--- src/rtl/spi_shared_master_if.sv ---
// spi_shared_master_if
//   Bundles the request/response handshake and the shared SPI pins of
//   spi_shared_master. Per-device fields are packed [N_DEV-1:0][...] arrays,
//   bit-compatible with a flat N_DEV*W vector (device 0 in the low bits).
//
//   I_div        per-device half-period divider, H_d = I_div[d] + 1 clocks
//   I_req_valid  per-device byte request valid
//   I_req_data   per-device byte to send
//   I_req_last   byte closes the transaction (CS released afterwards)
//   O_req_ready  per-device accept (one-hot or zero)
//   O_rsp_valid  one-cycle pulse: received byte available
//   O_rsp_dev    device index of the response
//   O_rsp_data   byte sampled from MISO
//   O_sclk       shared SCLK (idles low)
//   O_mosi       shared MOSI (idles high)
//   I_miso       shared MISO
//   O_cs_n       active-low chip selects
//   O_busy       master not idle
//
//   modport master: the SPI master block; modport slave: its client/bus side.
interface spi_shared_master_if #(
    parameter int N_DEV  = 2,
    parameter int DATA_W = 8,
    parameter int DIV_W  = 8,
    parameter int DEV_W  = (N_DEV > 1) ? $clog2(N_DEV) : 1
);
    logic [N_DEV-1:0][DIV_W-1:0]  I_div;
    logic [N_DEV-1:0]             I_req_valid;
    logic [N_DEV-1:0][DATA_W-1:0] I_req_data;
    logic [N_DEV-1:0]             I_req_last;
    logic [N_DEV-1:0]             O_req_ready;
    logic                         O_rsp_valid;
    logic [DEV_W-1:0]             O_rsp_dev;
    logic [DATA_W-1:0]            O_rsp_data;
    logic                         O_sclk;
    logic                         O_mosi;
    logic                         I_miso;
    logic [N_DEV-1:0]             O_cs_n;
    logic                         O_busy;

    modport master (
        input  I_div, I_req_valid, I_req_data, I_req_last, I_miso,
        output O_req_ready, O_rsp_valid, O_rsp_dev, O_rsp_data,
               O_sclk, O_mosi, O_cs_n, O_busy
    );

    modport slave (
        output I_div, I_req_valid, I_req_data, I_req_last, I_miso,
        input  O_req_ready, O_rsp_valid, O_rsp_dev, O_rsp_data,
               O_sclk, O_mosi, O_cs_n, O_busy
    );
endinterface

--- src/rtl/spi_shared_master.sv ---
// spi_shared_master
//   Mode-0, MSB-first SPI master time-sharing one SCLK/MOSI/MISO bus among
//   N_DEV chip-selected slaves. Round-robin grant in IDLE; the granted device
//   keeps the bus (CS low) until it sends a byte flagged last. Each byte uses
//   the divider of its device, latched when the byte is accepted.
//
//   Ports:
//     I_clk  system clock
//     I_rst  synchronous active-high reset
//     bus    spi_shared_master_if.master (requests, responses, SPI pins)
module spi_shared_master #(
    parameter int N_DEV  = 2,
    parameter int DATA_W = 8,
    parameter int DIV_W  = 8
) (
    input  logic                  I_clk,
    input  logic                  I_rst,
    spi_shared_master_if.master   bus
);
    localparam int DEV_W = (N_DEV > 1) ? $clog2(N_DEV) : 1;
    localparam int BIT_W = (DATA_W > 1) ? $clog2(DATA_W) : 1;

    typedef enum logic [2:0] {
        S_IDLE, S_SETUP, S_HIGH, S_LOW, S_WAIT, S_HOLD, S_RELEASE
    } state_e;

    state_e             state_q, state_d;
    logic [DIV_W-1:0]   cnt_q, cnt_d;      // cycles spent in current phase
    logic [DIV_W-1:0]   div_q, div_d;      // latched H-1 for current byte
    logic [BIT_W-1:0]   bit_q, bit_d;      // bits already sampled
    logic [DATA_W-1:0]  tx_q, tx_d;        // MSB drives MOSI
    logic [DATA_W-1:0]  rx_q, rx_d;
    logic               last_q, last_d;
    logic [DEV_W-1:0]   gnt_q, gnt_d;
    logic [DEV_W-1:0]   rr_q, rr_d;
    logic               rsp_valid_q, rsp_valid_d;
    logic [DEV_W-1:0]   rsp_dev_q, rsp_dev_d;
    logic [DATA_W-1:0]  rsp_data_q, rsp_data_d;

    // Round-robin search starting at rr_q with wrap.
    logic               arb_hit;
    logic [DEV_W-1:0]   arb_idx;
    int                 idx;

    always_comb begin
        arb_hit = 1'b0;
        arb_idx = '0;
        idx     = 0;
        for (int i = 0; i < N_DEV; i++) begin
            idx = int'(rr_q) + i;
            if (idx >= N_DEV) idx = idx - N_DEV;
            if (!arb_hit && bus.I_req_valid[DEV_W'(idx)]) begin
                arb_hit = 1'b1;
                arb_idx = DEV_W'(idx);
            end
        end
    end

    logic               phase_end;
    logic               bit_last;
    logic [N_DEV-1:0]   ready;
    logic               accept;
    logic [DEV_W-1:0]   acc_dev;
    logic [N_DEV-1:0]   cs_n;
    logic               sclk;
    logic               mosi;
    logic [DATA_W-1:0]  rx_shift;

    assign phase_end = (cnt_q == div_q);
    assign bit_last  = (bit_q == BIT_W'(DATA_W - 1));
    assign rx_shift  = DATA_W'({rx_q, bus.I_miso});

    // While locked (WAIT) only the owner is offered ready, unconditionally.
    always_comb begin
        ready   = '0;
        acc_dev = arb_idx;
        if (state_q == S_IDLE && arb_hit) begin
            ready[arb_idx] = 1'b1;
        end else if (state_q == S_WAIT) begin
            ready[gnt_q] = 1'b1;
            acc_dev      = gnt_q;
        end
    end

    assign accept = |(ready & bus.I_req_valid);

    always_comb begin
        state_d     = state_q;
        cnt_d       = cnt_q;
        div_d       = div_q;
        bit_d       = bit_q;
        tx_d        = tx_q;
        rx_d        = rx_q;
        last_d      = last_q;
        gnt_d       = gnt_q;
        rr_d        = rr_q;
        rsp_valid_d = 1'b0;
        rsp_dev_d   = rsp_dev_q;
        rsp_data_d  = rsp_data_q;
        cs_n        = '1;
        sclk        = 1'b0;
        mosi        = 1'b1;

        // Timed phases count 0..div_q, then the counter restarts.
        cnt_d = phase_end ? '0 : cnt_q + 1'b1;

        case (state_q)
            S_IDLE: begin
                cnt_d = '0;
            end
            S_SETUP: begin
                cs_n[gnt_q] = 1'b0;
                mosi        = tx_q[DATA_W-1];
                if (phase_end) state_d = S_HIGH;
            end
            S_HIGH: begin
                cs_n[gnt_q] = 1'b0;
                sclk        = 1'b1;
                mosi        = tx_q[DATA_W-1];
                if (phase_end) begin
                    rx_d = rx_shift;
                    if (bit_last) begin
                        rsp_valid_d = 1'b1;
                        rsp_dev_d   = gnt_q;
                        rsp_data_d  = rx_shift;
                        state_d     = last_q ? S_HOLD : S_WAIT;
                    end else begin
                        bit_d   = bit_q + 1'b1;
                        tx_d    = tx_q << 1;
                        state_d = S_LOW;
                    end
                end
            end
            S_LOW: begin
                cs_n[gnt_q] = 1'b0;
                mosi        = tx_q[DATA_W-1];
                if (phase_end) state_d = S_HIGH;
            end
            S_WAIT: begin
                // MOSI keeps the final bit of the previous byte.
                cs_n[gnt_q] = 1'b0;
                mosi        = tx_q[DATA_W-1];
                cnt_d       = '0;
            end
            S_HOLD: begin
                cs_n[gnt_q] = 1'b0;
                mosi        = tx_q[DATA_W-1];
                if (phase_end) state_d = S_RELEASE;
            end
            S_RELEASE: begin
                if (phase_end) begin
                    state_d = S_IDLE;
                    rr_d    = (gnt_q == DEV_W'(N_DEV - 1)) ? '0 : gnt_q + 1'b1;
                end
            end
            default: begin
                state_d = S_IDLE;
            end
        endcase

        // Accept from IDLE (new grant) or WAIT (locked owner).
        if (accept) begin
            gnt_d   = acc_dev;
            tx_d    = bus.I_req_data[acc_dev];
            last_d  = bus.I_req_last[acc_dev];
            div_d   = bus.I_div[acc_dev];
            cnt_d   = '0;
            bit_d   = '0;
            state_d = S_SETUP;
        end
    end

    always_ff @(posedge I_clk) begin
        if (I_rst) begin
            state_q     <= S_IDLE;
            cnt_q       <= '0;
            div_q       <= '0;
            bit_q       <= '0;
            tx_q        <= '0;
            rx_q        <= '0;
            last_q      <= 1'b0;
            gnt_q       <= '0;
            rr_q        <= '0;
            rsp_valid_q <= 1'b0;
            rsp_dev_q   <= '0;
            rsp_data_q  <= '0;
        end else begin
            state_q     <= state_d;
            cnt_q       <= cnt_d;
            div_q       <= div_d;
            bit_q       <= bit_d;
            tx_q        <= tx_d;
            rx_q        <= rx_d;
            last_q      <= last_d;
            gnt_q       <= gnt_d;
            rr_q        <= rr_d;
            rsp_valid_q <= rsp_valid_d;
            rsp_dev_q   <= rsp_dev_d;
            rsp_data_q  <= rsp_data_d;
        end
    end

    assign bus.O_req_ready = ready;
    assign bus.O_rsp_valid = rsp_valid_q;
    assign bus.O_rsp_dev   = rsp_dev_q;
    assign bus.O_rsp_data  = rsp_data_q;
    assign bus.O_sclk      = sclk;
    assign bus.O_mosi      = mosi;
    assign bus.O_cs_n      = cs_n;
    assign bus.O_busy      = (state_q != S_IDLE);

endmodule

--- src/flat_wrapper.sv ---
// flat-port wrapper written by rule: the top's interface ports become plain ports
module spi_shared_master_flat 
#(
    parameter int N_DEV  = 2,
    parameter int DATA_W = 8,
    parameter int DIV_W  = 8
)
  (I_clk, I_rst, bus_I_div, bus_I_req_valid, bus_I_req_data, bus_I_req_last, bus_I_miso, bus_O_req_ready, bus_O_rsp_valid, bus_O_rsp_dev, bus_O_rsp_data, bus_O_sclk, bus_O_mosi, bus_O_cs_n, bus_O_busy);
  spi_shared_master_if #(.N_DEV(N_DEV), .DATA_W(DATA_W), .DIV_W(DIV_W)) bus_i ();
  input  logic I_clk;
  input  logic I_rst;
  input wire logic [$bits(bus_i.I_div)-1:0] bus_I_div;
  input wire logic [$bits(bus_i.I_req_valid)-1:0] bus_I_req_valid;
  input wire logic [$bits(bus_i.I_req_data)-1:0] bus_I_req_data;
  input wire logic [$bits(bus_i.I_req_last)-1:0] bus_I_req_last;
  input wire logic [$bits(bus_i.I_miso)-1:0] bus_I_miso;
  output wire logic [$bits(bus_i.O_req_ready)-1:0] bus_O_req_ready;
  output wire logic [$bits(bus_i.O_rsp_valid)-1:0] bus_O_rsp_valid;
  output wire logic [$bits(bus_i.O_rsp_dev)-1:0] bus_O_rsp_dev;
  output wire logic [$bits(bus_i.O_rsp_data)-1:0] bus_O_rsp_data;
  output wire logic [$bits(bus_i.O_sclk)-1:0] bus_O_sclk;
  output wire logic [$bits(bus_i.O_mosi)-1:0] bus_O_mosi;
  output wire logic [$bits(bus_i.O_cs_n)-1:0] bus_O_cs_n;
  output wire logic [$bits(bus_i.O_busy)-1:0] bus_O_busy;
  assign bus_i.I_div = bus_I_div;
  assign bus_i.I_req_valid = bus_I_req_valid;
  assign bus_i.I_req_data = bus_I_req_data;
  assign bus_i.I_req_last = bus_I_req_last;
  assign bus_i.I_miso = bus_I_miso;
  assign bus_O_req_ready = bus_i.O_req_ready;
  assign bus_O_rsp_valid = bus_i.O_rsp_valid;
  assign bus_O_rsp_dev = bus_i.O_rsp_dev;
  assign bus_O_rsp_data = bus_i.O_rsp_data;
  assign bus_O_sclk = bus_i.O_sclk;
  assign bus_O_mosi = bus_i.O_mosi;
  assign bus_O_cs_n = bus_i.O_cs_n;
  assign bus_O_busy = bus_i.O_busy;
  spi_shared_master #(.N_DEV(N_DEV), .DATA_W(DATA_W), .DIV_W(DIV_W)) u_core (.I_clk(I_clk), .I_rst(I_rst), .bus(bus_i));
endmodule
--- config.mk ---
export PLATFORM = sky130hd
export DESIGN_NAME = spi_shared_master_flat
export DESIGN_NICKNAME = d
export VERILOG_FILES = /design/src/rtl/spi_shared_master_if.sv /design/src/rtl/spi_shared_master.sv /design/src/flat_wrapper.sv
export SDC_FILE = /design/constraint.sdc
export NUM_CORES = 1
export LEC_CHECK = 0
export BUFFER_PORTS_ARGS = -buffer_cell sky130_fd_sc_hd__buf_2
export CORE_MARGIN = 3
export CORE_UTILIZATION = 45
export CTS_CLUSTER_SIZE = 25
export DETAILED_ROUTE_END_ITERATION = 12
export PLACE_DENSITY = 0.66
export SLEW_MARGIN = 30
export SYNTH_ARGS = -nofsm -noshare
export SYNTH_HDL_FRONTEND = slang
export SYNTH_SLANG_ARGS = --single-unit
--- constraint.sdc ---
create_clock -name I_clk -period 2.3 [get_ports I_clk]
set_input_delay 0.23 -clock I_clk [delete_from_list [all_inputs] [get_ports I_clk]]
set_output_delay 0.23 -clock I_clk [all_outputs]
set_load 0.02 [all_outputs]
==> metrics.txt, run 1 <==
clk buf depth 2; RSZ-0062 raised after global routing no; FF+latch count, synth 50; initial antenna violation count 0; peak fanout along the critical path 10; drt pass-1 iters 4; yosys warns 0; Final period util 90.8%; synth-to-layout area growth 16.7%; H-tree lvl count 2; internal power 0.00127 W; Post-Syn Nets 293; Switching Fraction 27.9%; initial DRC count 78; Worst-path clk slew 0.09 ns; # IOs 56; Clock Power Share 30.8%; Leak Pwr 1.22 nW; fin nets 343; clk_skew 0.00325 ns; outcome complete, no violations; Post-Synth Adder-Cell Area 1.54%; Mean Syn Cell Area 9.71 um2; slowest cell delay on critical path 0.70 ns; Sw Pwr 0.000491 W; Tot GR Track Use 14.9%; Critical Path AT 2.28 ns; Netlist cell types 44; Die W 79.6 um; largest net degree at the start of global routing 25; vias in the first global route 1,737; Reg power frac 53.5%; post-route ant nets 0; post-synthesis sequential area ratio 41.1%; fill cell count 509; Setup violations, final 0; post-layout util 55.0%; global route total overflow 0; actual slew at the worst max-slew pin 0.545 ns; crit path cell chain nor3b_4 > nand3_2 > or4_1 > mux2i_1 > nor2_1; hpwl dp 3270 um; CP Class flip-flop to flip-flop; Cell Rows 26; average wire per standard cell 11.8 um; Die Footprint 6330 um2; initial core utilization 47.1%; ys flop type dfxtp_1; PostCTS Resize Cnt 0; Num CTS Buffers 5; post-route cell area 2840 um2; Synth async-reset ratio 0%; FF/Latch Area 1000 um2; final hold vios 0; most common cell in the netlist dfxtp_1; simple-gate share of the synthesized area 19.9%; Core ar. 5170 um2; fraction of layout cells with a size suffix above 1 28.1%; CTS root buf clkbuf_8; vias per cell 4.95; slowest cell on the critical path or4_1; Post-CTS Setup Inserts 0; Post-synth EDFFs 0; Area contributors post-synth dfxtp_1, mux2i_1, nor2_1; Final GP Congestion 0.793; Max Freq 479 MHz; multiplexer share of the synthesized area 15.0%; Worst setup SP type flip-flop; placed cell area 2750 um2; clk sinks 50; Multi-input gate area 1320 um2; setup TNS 0 ns; Chip Height 79.6 um; XOR/XNOR share of the synthesized area 5.39%; Final Max Slew Viols 0; max_cap viols 0; Mapped Cells 251; hold depth 2; Cell Pwr Density 620 nW/um2; ant diodes 0; HP Class input port to flip-flop; endpoint type of the worst setup path flip-flop; combinational power share 15.7%; Clk Latency, worst-skew pair 0.30 ns; total number of vias 1,842; IO Port Bufs 55; post-layout min period 2.09 ns; largest family of logic cells by synthesized area simple AND/OR/NAND/NOR gates; total wire length 4390 um; Yosys top cell area share 41.1%; peak supply drop 296 uV; Slew HR 63.7%; hold buffer count at CTS 0; Compound-Gate Fraction of Synth Area 12.3%; first-pass GRT wire length 7670 um; most frequent cells after synthesis dfxtp_1, nor2_1, mux2i_1; drt drc 0; Synth Cell Area 2440 um2; FF-to-FF path depth 5; Synth area leader dfxtp_1; critical path required time 2.49 ns; CTS tree built
-- path summary, 6_finish.rpt --
kind / from / end / slack [ns]
worst min-delay path: bus_I_req_valid[0] / u_core.gnt_q / 0.16
worst min register to register: u_core.bus.O_rsp_data[1] / u_core.bus.O_rsp_data[1] / 0.49
worst max-delay path: u_core.state_q[1] / u_core.bus.O_rsp_data[6] / 0.21
worst max register to register: u_core.state_q[1] / u_core.bus.O_rsp_data[6] / 0.21
-- power groups by stage --
stage,registers [W],logic [W],clock network [W]
after floorplan,0.000945,0.000217,0
after global placement,0.000964,0.000277,0
after detailed placement,0.000964,0.000279,0
after CTS,0.000944,0.000280,0.000566
after global routing,0.000950,0.000313,0.000595
final,0.000944,0.000277,0.000544
-- layout make-up --
cell class | count | share of cell area, %
clock buffers | 6 | 2.90
clock inverters | 2 | 0.572
inverters | 2 | 0.264
multi-input cells | 182 | 46.5
flip-flops and latches | 50 | 35.2
well taps | 70 | 3.08
repair buffers | 60 | 11.4
-- layer usage --
layer | track usage, % | share of wire [%]
met2 | 24.8 | 45
met3 | 3.16 | 4.8
met1 | 19.6 | 49
met4 | 3.61 | 0.39
met5 | 0 | 0
-- stage by stage --
step | setup WS, ns | hold slack (ns) | cells | total power, W
floorplan | 0.486 | 0.326 | 251 | 0.00116
global placement | 0.238 | 0.470 | 364 | 0.00124
detailed placement | 0.238 | 0.480 | 364 | 0.00124
CTS | 0.218 | 0.151 | 372 | 0.00179
global route | 0.0583 | 0.172 | 372 | 0.00186
finish | 0.212 | 0.164 | 372 | 0.00176
-- cells in the final DEF, fill, tap and decap left out, types with 3 or more instances in the layout --
cell      Yosys  final
ha_1          3      3
or3_1         3      3
nand2b_1      4      4
nand2_1       6      6
nand3_1       7      7
nor2b_1       6      6
a211oi_1     17     17
xor2_1        5      5
clkbuf_8      0      6
mux2i_1      34     34
a21oi_1       5      5
buf_4         3      4
dfxtp_1      50     50
a211oi_2      7      7
xnor2_1      10     10
buf_2         3     55
nor2_1       44     44
-- cell families (layout without fill, tap and decap cells) --
group           after synthesis  after routing
compound gates               37             37
xor+xnor                     15             15
fa+ha+maj                     3              3
buf+inv                      19             70
flops                        50             50
mux                          36             36
simple gates                 91             91
-- sequential cells by signal, indices dropped and copies added (netlist names), 3 cells and up --
signal / flops
u_core.cnt_q: 8
u_core.div_q: 8
u_core.tx_q: 8
u_core.bit_q: 3
u_core.rx_q: 7
u_core.bus.O_rsp_data: 8
u_core.state_q: 3
-- critical path, delay by kind of cell, from the launching register on --
kind	cells	cell delay [ns]
simple gates	4	1.22
mux	1	0.26
flops	1	0.50
(Power assumes the default switching activity.)
==> run 2: changes to the inputs <==
- CORE_MARGIN: 3 -> 2
- PLACE_DENSITY: 0.66 -> 0.68
==> run 2 against run 1 <==
  * Final cell count up 0.54%
  * Critical path type unchanged
  * Critical path depth unchanged
  * Register-to-register slack better by 0.04 ns
  * First-iteration DRC count down 9.0%
  * Core utilization about the same
  * Global-route usage up 1.4 points
  * Largest cell class unchanged
  * Worst hold slack worse by 0.0052 ns
  * Via count up 2.8%
  * Clock power about the same
==> metrics.txt, run 2 (same netlist as run 1, synthesis figures left out) <==
outcome complete, no violations; initial DRC count 71; Setup violations, final 0; combinational power share 16.1%; Final Max Slew Viols 0; Die Footprint 6020 um2; Chip Height 77.6 um; PostCTS Resize Cnt 0; Final GP Congestion 0.761; Clock Power Share 30.8%; initial core utilization 47.1%; clk sinks 50; post-route ant nets 0; # IOs 56; vias in the first global route 1,772; clk buf depth 2; FF/Latch Area 1000 um2; peak supply drop 249 uV; post-route cell area 2850 um2; IO Port Bufs 55; Slew HR 63.7%; Clk Latency, worst-skew pair 0.31 ns; Leak Pwr 1.23 nW; CTS root buf clkbuf_8; fraction of layout cells with a size suffix above 1 28.6%; average wire per standard cell 11.8 um; Die W 77.6 um; Final period util 88.9%; placed cell area 2750 um2; Tot GR Track Use 16.2%; CTS tree built; fill cell count 482; gr busiest metal met2; Worst-path clk slew 0.09 ns; critical path required time 2.50 ns; endpoint type of the worst setup path flip-flop; total number of vias 1,893; peak fanout along the critical path 10; actual slew at the worst max-slew pin 0.545 ns; reg2reg end u_core.bus.O_rsp_data[3]; commonest non-fill, non-tap cell in the layout buf_2; Reg power frac 53.2%; Inst Count DP 366; ant diodes 0; Sw Pwr 0.000499 W; final setup margin 0.255 ns; Cell Rows 26; met2 GRT Util 26.2%; internal power 0.00128 W; Post-CTS Setup Inserts 0; worst setup path endpoint u_core.bus.O_rsp_data[3]; FF-to-FF Start u_core.state_q[1]; Num CTS Buffers 5; setup TNS 0 ns; post-layout util 55.0%; total wire length 4420 um; initial antenna violation count 0; Layout Cells excl Fill 374; Critical Path AT 2.24 ns; drt pass-1 iters 4; synth-to-layout area growth 16.8%; largest net degree at the start of global routing 22; hold buffer count at CTS 0; hold depth 2; RSZ-0062 raised after global routing no; fin nets 345; met1 Resource Use GR 20.9%; Setup WS pre-CTS 0.244 ns; first-pass GRT wire length 7850 um; Worst setup SP type flip-flop; vias per cell 5.06; post-layout min period 2.04 ns; Core ar. 5170 um2; drt drc 0; most frequent cells in the layout buf_2, dfxtp_1, nor2_1, mux2i_1, a211oi_1; Cell Pwr Density 625 nW/um2; final hold vios 0; HP Class input port to flip-flop; Multi-input gate area 1320 um2; GR Layer Usage met3 3.60%; FF-to-FF path depth 5; Switching Fraction 28.1%; Max Freq 489 MHz; CP Class flip-flop to flip-flop; CP startpoint u_core.state_q[1]; clk_skew 0.0103 ns; H-tree lvl count 2; global route total overflow 0; R2R setup slack 0.26 ns; hpwl dp 3360 um; max_cap viols 0
## run 2: cell types whose count changed in the layout (fill, tap and decap cells not counted)
cell    change
buf_12      -1
buf_4       +3
## run 2: power groups by stage
stage	registers, W	logic (W)	clock network, W
detailed placement	0.000966	0.000288	0
finish	0.000945	0.000286	0.000547
floorplan	0.000945	0.000217	0
CTS	0.000945	0.000289	0.000567
global route	0.000951	0.000320	0.000600
global placement	0.000965	0.000285	0
## run 2: area by class of cell
| cell class | instances | share of cell area (%) |
|---|---|---|
| multi-input combinational | 182 | 46.5 |
| sequential | 50 | 35.2 |
| timing repair buffer | 62 | 11.5 |
| tap | 70 | 3.08 |
| clock buffer | 6 | 2.90 |
| clock inverter | 2 | 0.571 |
| inverter | 2 | 0.264 |
## run 2: worst min-delay path by stage
stage,from,endpoint,slack [ns]
2_1_floorplan,bus_I_req_valid[0],u_core.gnt_q,0.33
3_3_place_gp,u_core.tx_q[0],u_core.tx_q[0],0.47
3_5_place_dp,bus_I_req_valid[0],u_core.gnt_q,0.48
4_1_cts,bus_I_req_valid[0],u_core.gnt_q,0.15
5_1_grt,bus_I_req_valid[0],u_core.gnt_q,0.17
6_report,bus_I_req_valid[0],u_core.gnt_q,0.16
## run 2: critical path, cell delays in order (launching register included)
cell	delay, ns
dfxtp_1	0.50
nor3b_4	0.32
nand3_2	0.11
or4_1	0.70
mux2i_1	0.25
nor2_1	0.05
## run 2: per-layer routing
metal  vias up  part of all wire [%]
met5         -                     0
met4         0                   1.9
met3         7                   4.5
met2        45                    45
met1       858                    49
li1        983                     -
## run 2: metrics by stage
step	hold slack (ns)	total power, W
floorplan	0.326	0.00116
global placement	0.470	0.00125
detailed placement	0.485	0.00125
CTS	0.149	0.00180
global route	0.169	0.00187
finish	0.159	0.00178
==> run 3: changes to the inputs <==
- PLACE_DENSITY: 0.68 -> not set
- PLACE_DENSITY_LB_ADDON: not set -> 0.05
- SLEW_MARGIN: 30 -> not set
==> run 3 against run 2 <==
  * Core utilization rose by 1.5 points
  * Non-clock buffer count rose by 3
  * Global-route usage increased by 0.63 points
  * Combinational power increased by 5%
  * Sequential power shrank 0.4%
  * Final area increased by 2.8%
  * Final cell count rose by 0.80%
  * Sequential share of layout area shrank 0.95 points
  * Worst hold slack better by 0.010 ns
  * Wire length is 4.8% higher
  * Register-to-register slack is essentially flat
  * Worst setup slack lost 0.0096 ns
  * Largest cell class unchanged
  * Largest power group unchanged
  * Highest routed layer unchanged
==> metrics.txt, run 3 (same netlist as run 1, synthesis figures left out) <==
outcome complete, no violations; vias per cell 5.05; Post-CTS Setup Inserts 0; commonest non-fill, non-tap cell in the layout buf_2; Cell Rows 26; HP Class input port to flip-flop; Tot GR Track Use 16.9%; ant diodes 0; Clock Power Share 37.4%; actual slew at the worst max-slew pin 0.643 ns; hold buffer count at CTS 0; Sw Pwr 0.000482 W; global route total overflow 0; critical path required time 2.45 ns; initial core utilization 47.1%; average wire per standard cell 12.3 um; worst hold margin 0.169 ns; Final Max Slew Viols 0; Leak Pwr 1.27 nW; hpwl dp 3520 um; CP Class flip-flop to flip-flop; largest net degree at the start of global routing 25; synth-to-layout area growth 20.1%; Clk Latency, worst-skew pair 0.30 ns; Die Footprint 6020 um2; Num CTS Buffers 5; Inst Count DP 369; Final GP Congestion 0.812; Switching Fraction 24.3%; FF-to-FF path depth 6; drt drc 0; setup TNS 0 ns; Slew HR 57.2%; total wire length 4630 um; vias in the first global route 1,816; reg2reg end u_core.tx_q[1]; fraction of layout cells with a size suffix above 1 29.3%; fin nets 348; clk_skew 0.00974 ns; Critical Path AT 2.21 ns; peak supply drop 542 uV; post-layout min period 2.05 ns; crit path cell chain nor3b_2 > mux2i_2 > buf_12 > and2b_1 > a211oi_1 > a211oi_2; Max Freq 487 MHz; clk sinks 50; slowest cell on the critical path dfxtp_1; Die W 77.6 um; endpoint type of the worst setup path flip-flop; IO Port Bufs 55; slowest cell delay on critical path 0.58 ns; peak fanout along the critical path 24; Buffers & Inverters on Critical Path 1; Reg power frac 47.5%; Core ar. 5170 um2; FF-to-FF Start u_core.state_q[2]; Worst setup SP type flip-flop; H-tree lvl count 2; CTS root buf clkbuf_8; Setup WS pre-CTS 0.284 ns; Setup violations, final 0; initial DRC count 71; fill cell count 480; max_cap viols 0; Hold Path End u_core.gnt_q; initial antenna violation count 0; final setup margin 0.246 ns; first-pass GRT wire length 8200 um; PostCTS Resize Cnt 0; RSZ-0062 raised after global routing no; R2R setup slack 0.25 ns; internal power 0.00150 W; post-route ant nets 0; # IOs 56; Layout Cells excl Fill 377; Final period util 89.3%; CTS tree built; Chip Height 77.6 um; Worst-path clk slew 0.09 ns; final hold vios 0; clk buf depth 2; drt pass-1 iters 4; combinational power share 15.1%; Cell Pwr Density 678 nW/um2; total number of vias 1,902; Hold Startpoint bus_I_req_valid[0]; hold depth 2; CP top delay family flip-flops; most frequent cells in the layout buf_2, dfxtp_1, nor2_1, mux2i_1, a211oi_1; post-layout util 56.6%
-- run 3: changes by cell type in the layout (fill, tap and decap cells not counted) --
cell	before	now
bufinv_16	0	2
buf_4	7	9
inv_6	1	0
buf_12	0	1
clkinvlp_4	1	0
-- run 3: how the worst max path moves through the flow --
| stage | startpoint | end | slack (ns) | depth (start not counted) |
|---|---|---|---|---|
| 6_report | u_core.state_q[2] | u_core.tx_q[1] | 0.25 | 6 |
| 4_1_cts | u_core.state_q[2] | u_core.tx_q[1] | 0.26 | 6 |
| 5_1_grt | u_core.state_q[2] | u_core.state_q[1] | 0.07 | 5 |
| 3_3_place_gp | u_core.state_q[2] | u_core.tx_q[1] | 0.32 | 6 |
| 2_1_floorplan | u_core.state_q[2] | u_core.bus.O_rsp_dev | 0.49 | 7 |
| 3_5_place_dp | u_core.state_q[2] | u_core.tx_q[1] | 0.28 | 6 |
-- run 3: through the flow --
step	area (um2)	total power [W]
after floorplan	2440	0.00116
after global placement	2780	0.00126
after detailed placement	2780	0.00126
after CTS	2930	0.00201
after global routing	2930	0.00207
final	2930	0.00198
-- run 3: layout make-up --
class	instances	area [um2]	share of cell area, %
timing repair buffer	65	363	12.4
sequential	50	1000	34.2
tap	70	87.6	2.99
clock inverter	2	60.1	2.05
clock buffer	6	82.6	2.82
inverter	2	7.51	0.257
multi-input combinational	182	1320	45.3
-- run 3: power groups by stage --
stage | Combinational [W] | Sequential (W) | Clock (W)
3_3_place_gp | 0.000300 | 0.000961 | 0
3_5_place_dp | 0.000302 | 0.000962 | 0
5_1_grt | 0.000334 | 0.000946 | 0.000794
2_1_floorplan | 0.000217 | 0.000945 | 0
6_report | 0.000299 | 0.000941 | 0.000743
4_1_cts | 0.000303 | 0.000942 | 0.000763
-- run 3: per-layer routing --
| metal | vias to the layer above | GRT usage (%) | share of wire (%) |
|---|---|---|---|
| li1 | 992 | - | - |
| met3 | 5 | 3.84 | 4.9 |
| met4 | 0 | 4.82 | 0.89 |
| met2 | 47 | 27.0 | 44 |
| met5 | - | 0 | 0 |
| met1 | 858 | 22.9 | 50 |
